===== src/rtl/run_detect_sched.sv =====
// Two-requester serializer that feeds words MSB-first to an external
// run detector and counts the cycles its output is high per word.
module run_detect_sched #(
    parameter int WIDTH = 8,
    parameter int CW    = 4
) (
    input  logic             clock,
    input  logic             reset,
    input  logic             req0_valid,
    input  logic [WIDTH-1:0] req0_data,
    output logic             req0_ready,
    input  logic             req1_valid,
    input  logic [WIDTH-1:0] req1_data,
    output logic             req1_ready,
    output logic             w,
    output logic             det_rst_n,
    input  logic             z,
    output logic             result_valid,
    output logic [CW-1:0]    result_count,
    output logic             result_id,
    input  logic             result_ready
);

    localparam int BW = (WIDTH > 1) ? $clog2(WIDTH) : 1;

    typedef enum logic [2:0] {
        IDLE,
        CLEAR,
        SHIFT,
        DRAIN,
        DONE
    } state_t;

    state_t           r_state;
    state_t           w_next;
    logic [WIDTH-1:0] r_data;
    logic [BW-1:0]    r_bit;
    logic [CW-1:0]    r_cnt;
    logic             r_id;
    logic             r_last;
    logic             r_det_rst_n;

    logic w_grant;
    logic w_idle;
    logic w_take;
    logic w_last_bit;
    logic w_sample;

    // Round-robin grant: a tie goes to whoever was not served last
    always_comb begin
        w_grant = 1'b0;
        if (req1_valid && (!req0_valid || !r_last)) begin
            w_grant = 1'b1;
        end
    end

    assign w_idle     = (r_state == IDLE) && reset;
    assign req0_ready = w_idle && req0_valid && !w_grant;
    assign req1_ready = w_idle && req1_valid && w_grant;
    assign w_take     = req0_ready || req1_ready;
    assign w_last_bit = (r_bit == BW'(WIDTH - 1));
    // z lags w by one cycle, so SHIFT cycle 0 carries no information
    assign w_sample   = ((r_state == SHIFT) && (r_bit != '0))
                     || (r_state == DRAIN);

    // Next-state logic
    always_comb begin
        w_next = r_state;
        case (r_state)
            IDLE:    if (w_take) w_next = CLEAR;
            CLEAR:   w_next = SHIFT;
            SHIFT:   if (w_last_bit) w_next = DRAIN;
            DRAIN:   w_next = DONE;
            DONE:    if (result_ready) w_next = IDLE;
            default: w_next = IDLE;
        endcase
    end

    // State register
    always_ff @(posedge clock or negedge reset) begin
        if (!reset) r_state <= IDLE;
        else        r_state <= w_next;
    end

    // Detector clear pulse, registered from the upcoming state
    always_ff @(posedge clock or negedge reset) begin
        if (!reset) r_det_rst_n <= 1'b0;
        else        r_det_rst_n <= (w_next != CLEAR);
    end

    // Word capture, owner tag, arbitration history and MSB-first shifting
    always_ff @(posedge clock or negedge reset) begin
        if (!reset) begin
            r_data <= '0;
            r_id   <= 1'b0;
            r_last <= 1'b1;
        end else if (w_take) begin
            r_data <= w_grant ? req1_data : req0_data;
            r_id   <= w_grant;
            r_last <= w_grant;
        end else if (r_state == SHIFT) begin
            r_data <= r_data << 1;
        end
    end

    // Bit index and saturating hit counter
    always_ff @(posedge clock or negedge reset) begin
        if (!reset) begin
            r_bit <= '0;
            r_cnt <= '0;
        end else if (r_state == CLEAR) begin
            r_bit <= '0;
            r_cnt <= '0;
        end else begin
            if (r_state == SHIFT) r_bit <= r_bit + 1'b1;
            if (w_sample && z && (r_cnt != '1)) r_cnt <= r_cnt + 1'b1;
        end
    end

    assign w            = (r_state == SHIFT) && r_data[WIDTH-1];
    assign det_rst_n    = r_det_rst_n;
    assign result_valid = (r_state == DONE);
    assign result_count = r_cnt;
    assign result_id    = r_id;

endmodule


===== config.mk =====
export PLATFORM = sky130hd
export DESIGN_NAME = run_detect_sched
export DESIGN_NICKNAME = d
export VERILOG_FILES = /design/src/rtl/run_detect_sched.sv
export SDC_FILE = /design/constraint.sdc
export NUM_CORES = 1
export LEC_CHECK = 0
export ABC_AREA = 1
export CAP_MARGIN = 5
export CORE_MARGIN = 2
export CORE_UTILIZATION = 25
export DETAILED_ROUTE_END_ITERATION = 10
export PLACE_DENSITY = 0.5
export SLEW_MARGIN = 20
export SYNTH_ARGS = -nofsm -noshare
export SYNTH_HDL_FRONTEND = slang
export SYNTH_SLANG_ARGS = --single-unit

===== constraint.sdc =====
create_clock -name clock -period 4.5 [get_ports clock]
set_clock_uncertainty 0.15 [all_clocks]
set_input_delay 0.675 -clock clock [delete_from_list [all_inputs] [get_ports clock]]
set_output_delay 0.675 -clock clock [all_outputs]
set_load 0.1 [all_outputs]

==> results of run 1 <==
## state kept, by name, indices dropped and copies added, names as in the netlist
name	flops
r_bit	3
result_count	4
r_data	8
r_last	1
det_rst_n	1
r_state	3
result_id	1
## routing by layer
layer / wire, µm / vias to the layer above / global-route usage [%]
li1: - / 533 / -
met1: 1220 / 449 / 14.12
met2: 1251 / 14 / 17.59
met3: 60 / 4 / 1.266
met4: 36 / 0 / 3.774
met5: 0 / - / 0
## metrics by stage
| stage | setup slack [ns] | instance area, µm² | instances | utilization [%] |
|---|---|---|---|---|
| 3_5_place_dp | 1.391 | 1500 | 235 | 34.45 |
| 5_1_grt | 1.117 | 1549 | 239 | 35.57 |
| 2_1_floorplan | 1.353 | 1130 | 152 | - |
| 3_3_place_gp | 1.457 | 1500 | 235 | 34.45 |
| 6_report | 1.245 | 1549 | 239 | 35.57 |
| 4_1_cts | 1.214 | 1549 | 239 | 35.57 |
## critical path: cells and delay by family (launching register included)
kind | cells | cell delay, ns
flip-flops | 1 | 0.38
buffers and inverters | 3 | 1.35
AND/OR/NAND/NOR | 3 | 0.43
## layout by cell type (no fill, tap or decap)
cell type / n
nand3_1: 5
clkbuf_8: 3
clkinvlp_4: 1
inv_2: 4
nor2_4: 1
o21ai_1: 2
dfstp_2: 1
clkdlybuf4s50_1: 29
o21ai_0: 3
a21oi_4: 1
dfrtp_1: 20
buf_4: 3
xor2_1: 1
nand2_1: 62
a21oi_1: 5
nor2_1: 21
ha_1: 4
nor3_2: 1
inv_1: 14
nand3_2: 1
nor2_2: 3
xnor2_1: 1
o31ai_1: 1
## cell usage after synthesis
cell type,instances
buf_4,1
nor2_1,21
nor3_2,1
nor2_2,3
nand3_2,1
inv_2,4
ha_1,4
inv_1,14
xor2_1,1
xnor2_1,1
a21oi_1,5
o21ai_1,2
a21oi_4,1
nand3_1,5
o21ai_0,3
o31ai_1,1
dfrtp_1,20
nor2_4,1
dfstp_2,1
nand2_1,62
## cell families (layout without fill, tap and decap cells)
logic type | Yosys count | after routing | synth area share, %
AND/OR/NAND/NOR | 94 | 94 | 34.22
buffers and inverters | 19 | 54 | 6.644
flip-flops | 21 | 21 | 46.62
adder cells (fa/ha/maj) | 4 | 4 | 4.430
XOR/XNOR | 2 | 2 | 1.551
AO/OA/AOI/OAI | 12 | 12 | 6.534
## worst paths after layout
path / start / endpoint / slack, ns / cells after the start
worst max-delay path: r_state[2]$_DFF_PN0_ / w / 1.24 / 6
worst min-delay path: r_data[0]$_DFFE_PN0P_ / r_data[0]$_DFFE_PN0P_ / 0.32 / 2
min in group asynchronous: reset / result_id$_DFFE_PN0P_ / 0.60 / 2
worst min register to register: r_data[0]$_DFFE_PN0P_ / r_data[0]$_DFFE_PN0P_ / 0.32 / 2
worst max register to register: r_last$_DFFE_PN1P_ / r_data[4]$_DFFE_PN0P_ / 2.78 / 7
max in group asynchronous: reset / r_last$_DFFE_PN1P_ / 3.32 / 2
## final cells by class
cell class,count,share of cell area [%]
Multi-Input combinational cell,112,34.09
Sequential cell,21,34.01
Timing Repair Buffer,32,20.19
Inverter,18,4.362
Tap cell,52,4.200
Clock buffer,3,2.666
Clock inverter,1,0.4847
## where the power goes
part / switching, mW / internal (mW)
logic: 0.398 / 0.156
registers: 0.0500 / 0.272
clock network: 0.0661 / 0.0626
==> results.py, run 1 <==
metrics = {
    "status": {
        "status": "finished, final reports clean",
    },
    "die": {
        "core.rowCount": 24,
        "io_pins": 32,
        "core_mm2": 0.004354,
        "fp.dieH_um": 71.23,
        "initial_utilization_pct": 25.95,
        "dieArea_mm2": 0.005073,
        "die_w_um": 71.23,
    },
    "synthesis": {
        "synth_seq_area_share_pct": 46.62,
        "syn_inst": 152,
        "synth_top_cells_by_area": "dfrtp_1 44%, nand2_1 21%, nor2_1 7.0%",
        "synth_top_cell_area_share_pct": 44.30,
        "ys_ff_latch": 21,
        "synth_area_per_cell_um2": 7.433,
        "netlist_area_mm2": 0.001130,
        "yosysWarnings": 0,
        "syn_nets": 178,
        "ys_types": 20,
        "yosysTopAreaCell": "dfrtp_1",
    },
    "clock_tree": {
        "postCtsSetupBuffers": 0,
        "clk_path_buf_depth": 2,
        "clockRootBuffer": "clkbuf_8",
        "clock_sinks": 21,
        "cts_tree": "yes",
        "clk_pin_slew_ns": 0.08,
        "clk_latency_ns": 0.26,
        "cts_resized": 0,
        "cts_buffers": 3,
        "htreeDepth": 1,
        "hold_buffers": 0,
    },
    "drt": {
        "drt-initial-drc-count": 54,
        "antenna_left": 0,
        "first_pass_iters": 4,
        "drc": 0,
        "via_count": 1000,
        "wl_um": 2569,
        "routed_via_density": 4.184,
        "wire_per_inst_um": 10.75,
    },
    "global_routing": {
        "grt_max_degree": 23,
        "grt-ovfl-total": 0,
        "grt_pass1_vias": 978,
        "antenna_found_initial": 0,
        "grt_pass1_wl_um": 4312,
        "grt_use_total_pct": 10.55,
    },
    "sta": {
        "final.min_clock_period_ns": 3.255,
        "post-route-period-util_pct": 72.34,
        "rsz0062_at_grt": "false",
        "finalSetupViolations": 0,
        "report.final.hold_viol_count": 0,
        "tns_ns": 0,
        "max_freq_ghz": 0.3072,
        "tightestPinTransition_ns": 0.9883,
        "max_slew_margin_pct": 33.91,
        "hold_ws_ns": 0.3225,
        "drv_slew": 0,
    },
    "finish": {
        "drive_gt1_share_pct": 10.16,
        "syn_to_final_growth_pct": 37.10,
        "antennaDiodeCount": 0,
        "regArea_um2": 526.8,
        "multi_input_area_um2": 528.0,
        "nNetsFinal": 214,
        "fillers": 445,
    },
    "pwr": {
        "power.density_mw_per_mm2": 648.8,
        "p_leak_nw": 0.7878,
        "peakVddDrop_mv": 0.2048,
        "power_mw": 1.005,
    },
    "setup_path": {
        "crit_arrival_ns": 2.43,
        "crit_path_frequent_cell": "inv_2",
        "worstSetupPathType": "flop to output pin",
        "cp_max_fo": 9,
        "cp_slowest_stage_delay_ns": 1.15,
        "worstSetupEndpointType": "output pin",
        "cp.required_ns": 3.67,
        "cp_slowest_cell": "clkdlybuf4s50_1",
        "startpoint_type": "flop",
        "path_cells": "inv_2 -> nand2_1 -> nor2_4 -> inv_2 -> nor2_1 -> clkdlybuf4s50_1",
    },
    "place": {
        "place_congestion": 0.9295,
        "port_buffers": 31,
        "dpl.hpwl_um": 2052,
    },
    "min_path": {
        "hold_class": "flop to flop",
    },
    "flow_run": {
        "maxCapViolations": 0,
    },
}
No activity file was read; power rests on OpenSTA's default activity.
==> inputs of run 2 (changes only) <==
--- a/config.mk
+++ b/config.mk
@@ -10,7 +10,7 @@
 export CORE_MARGIN = 2
 export CORE_UTILIZATION = 25
 export DETAILED_ROUTE_END_ITERATION = 10
-export PLACE_DENSITY = 0.5
+export PLACE_DENSITY = 0.52
 export SLEW_MARGIN = 20
 export SYNTH_ARGS = -nofsm -noshare
 export SYNTH_HDL_FRONTEND = slang
==> constraint.sdc (replaced) <==
create_clock -name clock -period 2.9 [get_ports clock]
set_clock_uncertainty 0.15 [all_clocks]
set_input_delay 0.435 -clock clock [delete_from_list [all_inputs] [get_ports clock]]
set_output_delay 0.435 -clock clock [all_outputs]
set_load 0.1 [all_outputs]
==> results.py, run 2 (same netlist as run 1, synthesis figures left out) <==
metrics = {
    "status": {
        "status": "finished, final reports clean",
    },
    "setup_path": {
        "regToRegSetupSlack_ns": 1.32,
        "startpoint_type": "input port",
        "cp.required_ns": 2.32,
        "crit_arrival_ns": 1.67,
        "worstSetupEndpointType": "output pin",
        "worstSetupPathType": "input port to output pin",
        "cp_max_fo": 9,
    },
    "sta": {
        "drv_slew": 0,
        "report.final.hold_viol_count": 0,
        "tightestPinTransition_ns": 0.3247,
        "post-route-period-util_pct": 77.60,
        "final.min_clock_period_ns": 2.250,
        "finalSetupViolations": 0,
        "max_slew_margin_pct": 78.31,
        "rsz0062_at_grt": "false",
        "max_freq_ghz": 0.4444,
        "tns_ns": 0,
    },
    "clock_tree": {
        "hold_buffers": 0,
        "clk_latency_ns": 0.25,
        "clockRootBuffer": "clkbuf_8",
        "cts_resized": 0,
        "cts_buffers": 3,
        "clock_sinks": 21,
        "postCtsSetupBuffers": 0,
        "cts_tree": "yes",
        "htreeDepth": 1,
        "clk_path_buf_depth": 2,
        "clk_pin_slew_ns": 0.08,
    },
    "finish": {
        "drive_gt1_share_pct": 14.36,
        "largest_reg_flops": 8,
        "nNetsFinal": 215,
        "layout.cells.most_common_list": "62 x nand2_1, 21 x nor2_1, 21 x clkdlybuf4s50_1",
        "final_common_cell": "nand2_1",
        "regMostFlops": "r_data",
        "syn_to_final_growth_pct": 37.87,
        "antennaDiodeCount": 0,
        "final_area_mm2": 0.001558,
    },
    "drt": {
        "antenna_left": 0,
        "drc": 0,
        "via_count": 986,
        "drt-initial-drc-count": 24,
        "wl_um": 2485,
        "routed_via_density": 4.108,
        "wire_per_inst_um": 10.35,
        "first_pass_iters": 4,
    },
    "min_path": {
        "hold_class": "flop to flop",
    },
    "die": {
        "core.rowCount": 24,
        "die_w_um": 71.23,
        "dieArea_mm2": 0.005073,
        "initial_utilization_pct": 25.95,
        "core_mm2": 0.004354,
        "fp.dieH_um": 71.23,
        "io_pins": 32,
    },
    "pwr": {
        "peakVddDrop_mv": 0.2910,
        "p_sw_share_pct": 50.84,
        "clkPwrFrac_pct": 12.2,
        "share_seq_of_total_power_pct": 32.3,
        "p_comb_share_pct": 55.6,
        "p_leak_nw": 0.8111,
        "p_int_uw": 763.3,
        "p_switching_uw": 789.3,
        "power.density_mw_per_mm2": 996.7,
    },
    "global_routing": {
        "grt_use_total_pct": 10.76,
        "grt-ovfl-total": 0,
        "grt_pass1_vias": 954,
        "grt_max_degree": 22,
        "antenna_found_initial": 0,
        "grt_pass1_wl_um": 4367,
    },
    "place": {
        "place_area_mm2": 0.001513,
        "place_congestion": 0.7590,
        "dpl.hpwl_um": 1941,
        "port_buffers": 31,
    },
    "flow_run": {
        "maxCapViolations": 0,
    },
}
==> run 2: cell types whose count changed in the layout (fill, tap and decap cells not counted), sizes merged <==
cell	previous run	this run
clkbuf	3	4
buf	3	12
clkdlybuf4s50	29	21
clkinvlp	1	0
==> run 2: worst max-delay path: stages <==
cell             delay [ns]
clkdlybuf4s50_1        0.47
nand2_1                0.05
nand2_1                0.08
inv_2                  0.09
nor3_2                 0.31
buf_12                 0.22
==> run 2: stage by stage <==
step                utilization (%)  instances  hold WS [ns]  setup WS [ns]  power [mW]
floorplan                         -        152      -0.01059         0.1499       1.160
global placement              34.74        236        0.3105         0.6561       1.378
detailed placement            34.74        236        0.3135         0.6445       1.384
CTS                           35.78        240        0.3334         0.6397       1.576
global route                  35.78        240        0.3369         0.5552       1.684
finish                        35.78        240        0.3292         0.6496       1.553
==> run 2: area by class of cell <==
cell class	count	area, µm²
Multi-Input combinational cell	112	528.0
Tap cell	52	65.06
Sequential cell	21	526.8
Clock buffer	4	45.04
Inverter	18	67.56
Fill cell	459	2796
Timing Repair Buffer	33	325.3
==> run 2: final timing paths <==
kind / to / from / cells past startpoint
worst max register to register: r_data[4]$_DFFE_PN0P_ / r_last$_DFFE_PN1P_ / 7
max in group asynchronous: r_last$_DFFE_PN1P_ / reset / 2
worst max-delay path: req0_ready / req0_valid / 6
worst min register to register: r_data[0]$_DFFE_PN0P_ / r_data[0]$_DFFE_PN0P_ / 2
worst min-delay path: r_data[0]$_DFFE_PN0P_ / r_data[0]$_DFFE_PN0P_ / 2
min in group asynchronous: r_data[5]$_DFFE_PN0P_ / reset / 2
==> run 2: routing by layer <==
metal / GRT usage [%] / part of all wire (%) / vias to the layer above
li1: - / - / 533
met1: 15.14 / 50 / 430
met2: 16.46 / 44 / 21
met3: 2.672 / 5.0 / 2
met4: 3.145 / 1.1 / 0
met5: 0 / 0 / -
==> run 2: power groups by stage <==
stage / Clock [mW] / Combinational, mW / Sequential, mW
4_1_cts: 0.196 / 0.878 / 0.501
2_1_floorplan: 0 / 0.463 / 0.697
6_report: 0.189 / 0.863 / 0.501
3_5_place_dp: 0 / 0.876 / 0.508
5_1_grt: 0.208 / 0.957 / 0.519
3_3_place_gp: 0 / 0.872 / 0.506
==> inputs of run 3 (changes only) <==
==> constraint.sdc (replaced) <==
create_clock -name clock -period 2 [get_ports clock]
set_clock_uncertainty 0.15 [all_clocks]
set_input_delay 0.3 -clock clock [delete_from_list [all_inputs] [get_ports clock]]
set_output_delay 0.3 -clock clock [all_outputs]
set_load 0.1 [all_outputs]
==> results.py, run 3 (same netlist as run 1, synthesis figures left out) <==
metrics = {
    "status": {
        "status": "finished, final reports clean",
    },
    "finish": {
        "nNetsFinal": 219,
        "final_area_mm2": 0.001695,
        "largest_reg_flops": 8,
        "antennaDiodeCount": 0,
        "regMostFlops": "r_data",
        "syn_to_final_growth_pct": 50.06,
        "drive_gt1_share_pct": 18.75,
        "final_common_cell": "nand2_1",
        "layout.cells.most_common_list": "61 x nand2_1, 21 x clkdlybuf4s50_1, 20 x dfrtp_1",
    },
    "clock_tree": {
        "cts_tree": "yes",
        "postCtsSetupBuffers": 0,
        "clk_latency_ns": 0.26,
        "hold_buffers": 0,
        "htreeDepth": 1,
        "clk_path_buf_depth": 2,
        "cts_buffers": 3,
        "clock_sinks": 21,
        "clk_pin_slew_ns": 0.08,
        "clockRootBuffer": "clkbuf_8",
    },
    "sta": {
        "max_freq_ghz": 0.5234,
        "tightestPinTransition_ns": 0.2913,
        "final.min_clock_period_ns": 1.911,
        "max_slew_margin_pct": 80.56,
        "finalSetupViolations": 0,
        "drv_slew": 0,
        "post-route-period-util_pct": 95.53,
        "fin_ws_ns": 0.08936,
        "rsz0062_at_grt": "false",
        "report.final.hold_viol_count": 0,
    },
    "drt": {
        "routed_via_density": 4.070,
        "drt-initial-drc-count": 39,
        "wire_per_inst_um": 10.12,
        "wl_um": 2469,
        "antenna_left": 0,
        "via_count": 993,
        "drc": 0,
        "first_pass_iters": 4,
    },
    "pwr": {
        "p_switching_mw": 1.198,
        "p_int_mw": 1.231,
        "peakVddDrop_mv": 0.7271,
        "p_comb_share_pct": 58.2,
        "clkPwrFrac_pct": 11.4,
        "share_seq_of_total_power_pct": 30.5,
        "power.density_mw_per_mm2": 1432,
        "p_sw_share_pct": 49.32,
        "p_leak_nw": 0.8570,
    },
    "global_routing": {
        "grt_use_total_pct": 10.67,
        "grt-ovfl-total": 0,
        "antenna_found_initial": 0,
        "grt_pass1_vias": 926,
        "grt_max_degree": 22,
        "grt_pass1_wl_um": 4291,
    },
    "setup_path": {
        "cp_max_fo": 4,
        "worstSetupPathType": "flop to output pin",
        "worstReg2RegEnd": "result_count[1]$_DFFE_PN0P_",
        "cp.required_ns": 1.55,
        "startpoint_type": "flop",
        "crit_arrival_ns": 1.46,
        "regToRegSetupSlack_ns": 0.46,
        "r2r-start": "result_count[0]$_DFFE_PN0P_",
        "worstRegToRegCells": 7,
        "worstSetupEndpointType": "output pin",
    },
    "die": {
        "die_w_um": 71.23,
        "fp.dieH_um": 71.23,
        "core_mm2": 0.004354,
        "io_pins": 32,
        "dieArea_mm2": 0.005073,
        "core.rowCount": 24,
        "initial_utilization_pct": 25.95,
    },
    "min_path": {
        "hold_class": "flop to flop",
        "hold_depth": 2,
        "hold_end": "r_data[4]$_DFFE_PN0P_",
        "hp-start": "r_data[4]$_DFFE_PN0P_",
    },
    "place": {
        "pre_cts_ws_ns": 0.07094,
        "port_buffers": 31,
        "place_congestion": 0.7444,
        "place_area_mm2": 0.001644,
        "dpl.hpwl_um": 1930,
    },
    "flow_run": {
        "maxCapViolations": 0,
    },
}
-- run 3: worst max-delay path by stage --
stage                                     from         end  cells past startpoint  slack, ns
after floorplan             r_last$_DFFE_PN1P_  req0_ready                      5      -0.07
after global placement                   reset  req0_ready                      4       0.07
after detailed placement                 reset  req0_ready                      4       0.07
after CTS                 r_state[0]$_DFF_PN0_  req0_ready                      4       0.06
after global routing        r_last$_DFFE_PN1P_  req0_ready                      5       0.02
final                       r_last$_DFFE_PN1P_  req0_ready                      5       0.09
-- run 3: final cells by class --
| type | instances | area, µm² |
|---|---|---|
| Fill cell | 442 | 2659 |
| Multi-Input combinational cell | 112 | 554.3 |
| Sequential cell | 21 | 526.8 |
| Timing Repair Buffer | 37 | 430.4 |
| Inverter | 18 | 72.57 |
| Tap cell | 52 | 65.06 |
| Clock buffer | 3 | 41.29 |
| Clock inverter | 1 | 5.005 |
-- run 3: power groups by stage --
stage	Combinational (mW)	Sequential [mW]	Clock, mW
after floorplan	0.708	1.01	0
after global placement	1.42	0.747	0
after detailed placement	1.42	0.749	0
after CTS	1.43	0.742	0.288
after global routing	1.56	0.767	0.299
final	1.41	0.740	0.276
-- run 3: repair_timing --
action | CTS | global route
hold endpoints to repair | 0 | 0
gates resized for setup | 0 | 1
setup endpoints to repair | 0 | 1
-- run 3: worst max-delay path, cell delays in order (launching register included) --
cell     delay, ns
dfstp_2       0.54
nand2_1       0.08
nand2_4       0.13
inv_6         0.04
nor3_4        0.21
buf_12        0.20
-- run 3: per-layer routing --
| layer | vias to the layer above | wire [µm] | global-route usage, % |
|---|---|---|---|
| met5 | - | 0 | 0 |
| met4 | 0 | 27 | 3.145 |
| met3 | 2 | 91 | 3.376 |
| met2 | 15 | 1138 | 15.43 |
| met1 | 431 | 1211 | 15.29 |
| li1 | 545 | - | - |
-- run 3: stage by stage --
step,power [mW],util [%],instances,setup TNS [ns],hold slack (ns)
CTS,2.458,38.82,244,0,0.3385
detailed placement,2.173,37.76,240,0,0.3110
global placement,2.166,37.76,240,0,0.3123
floorplan,1.719,-,152,-0.07473,-0.1456
finish,2.428,38.94,244,0,0.3311
global route,2.627,38.94,244,0,0.3540
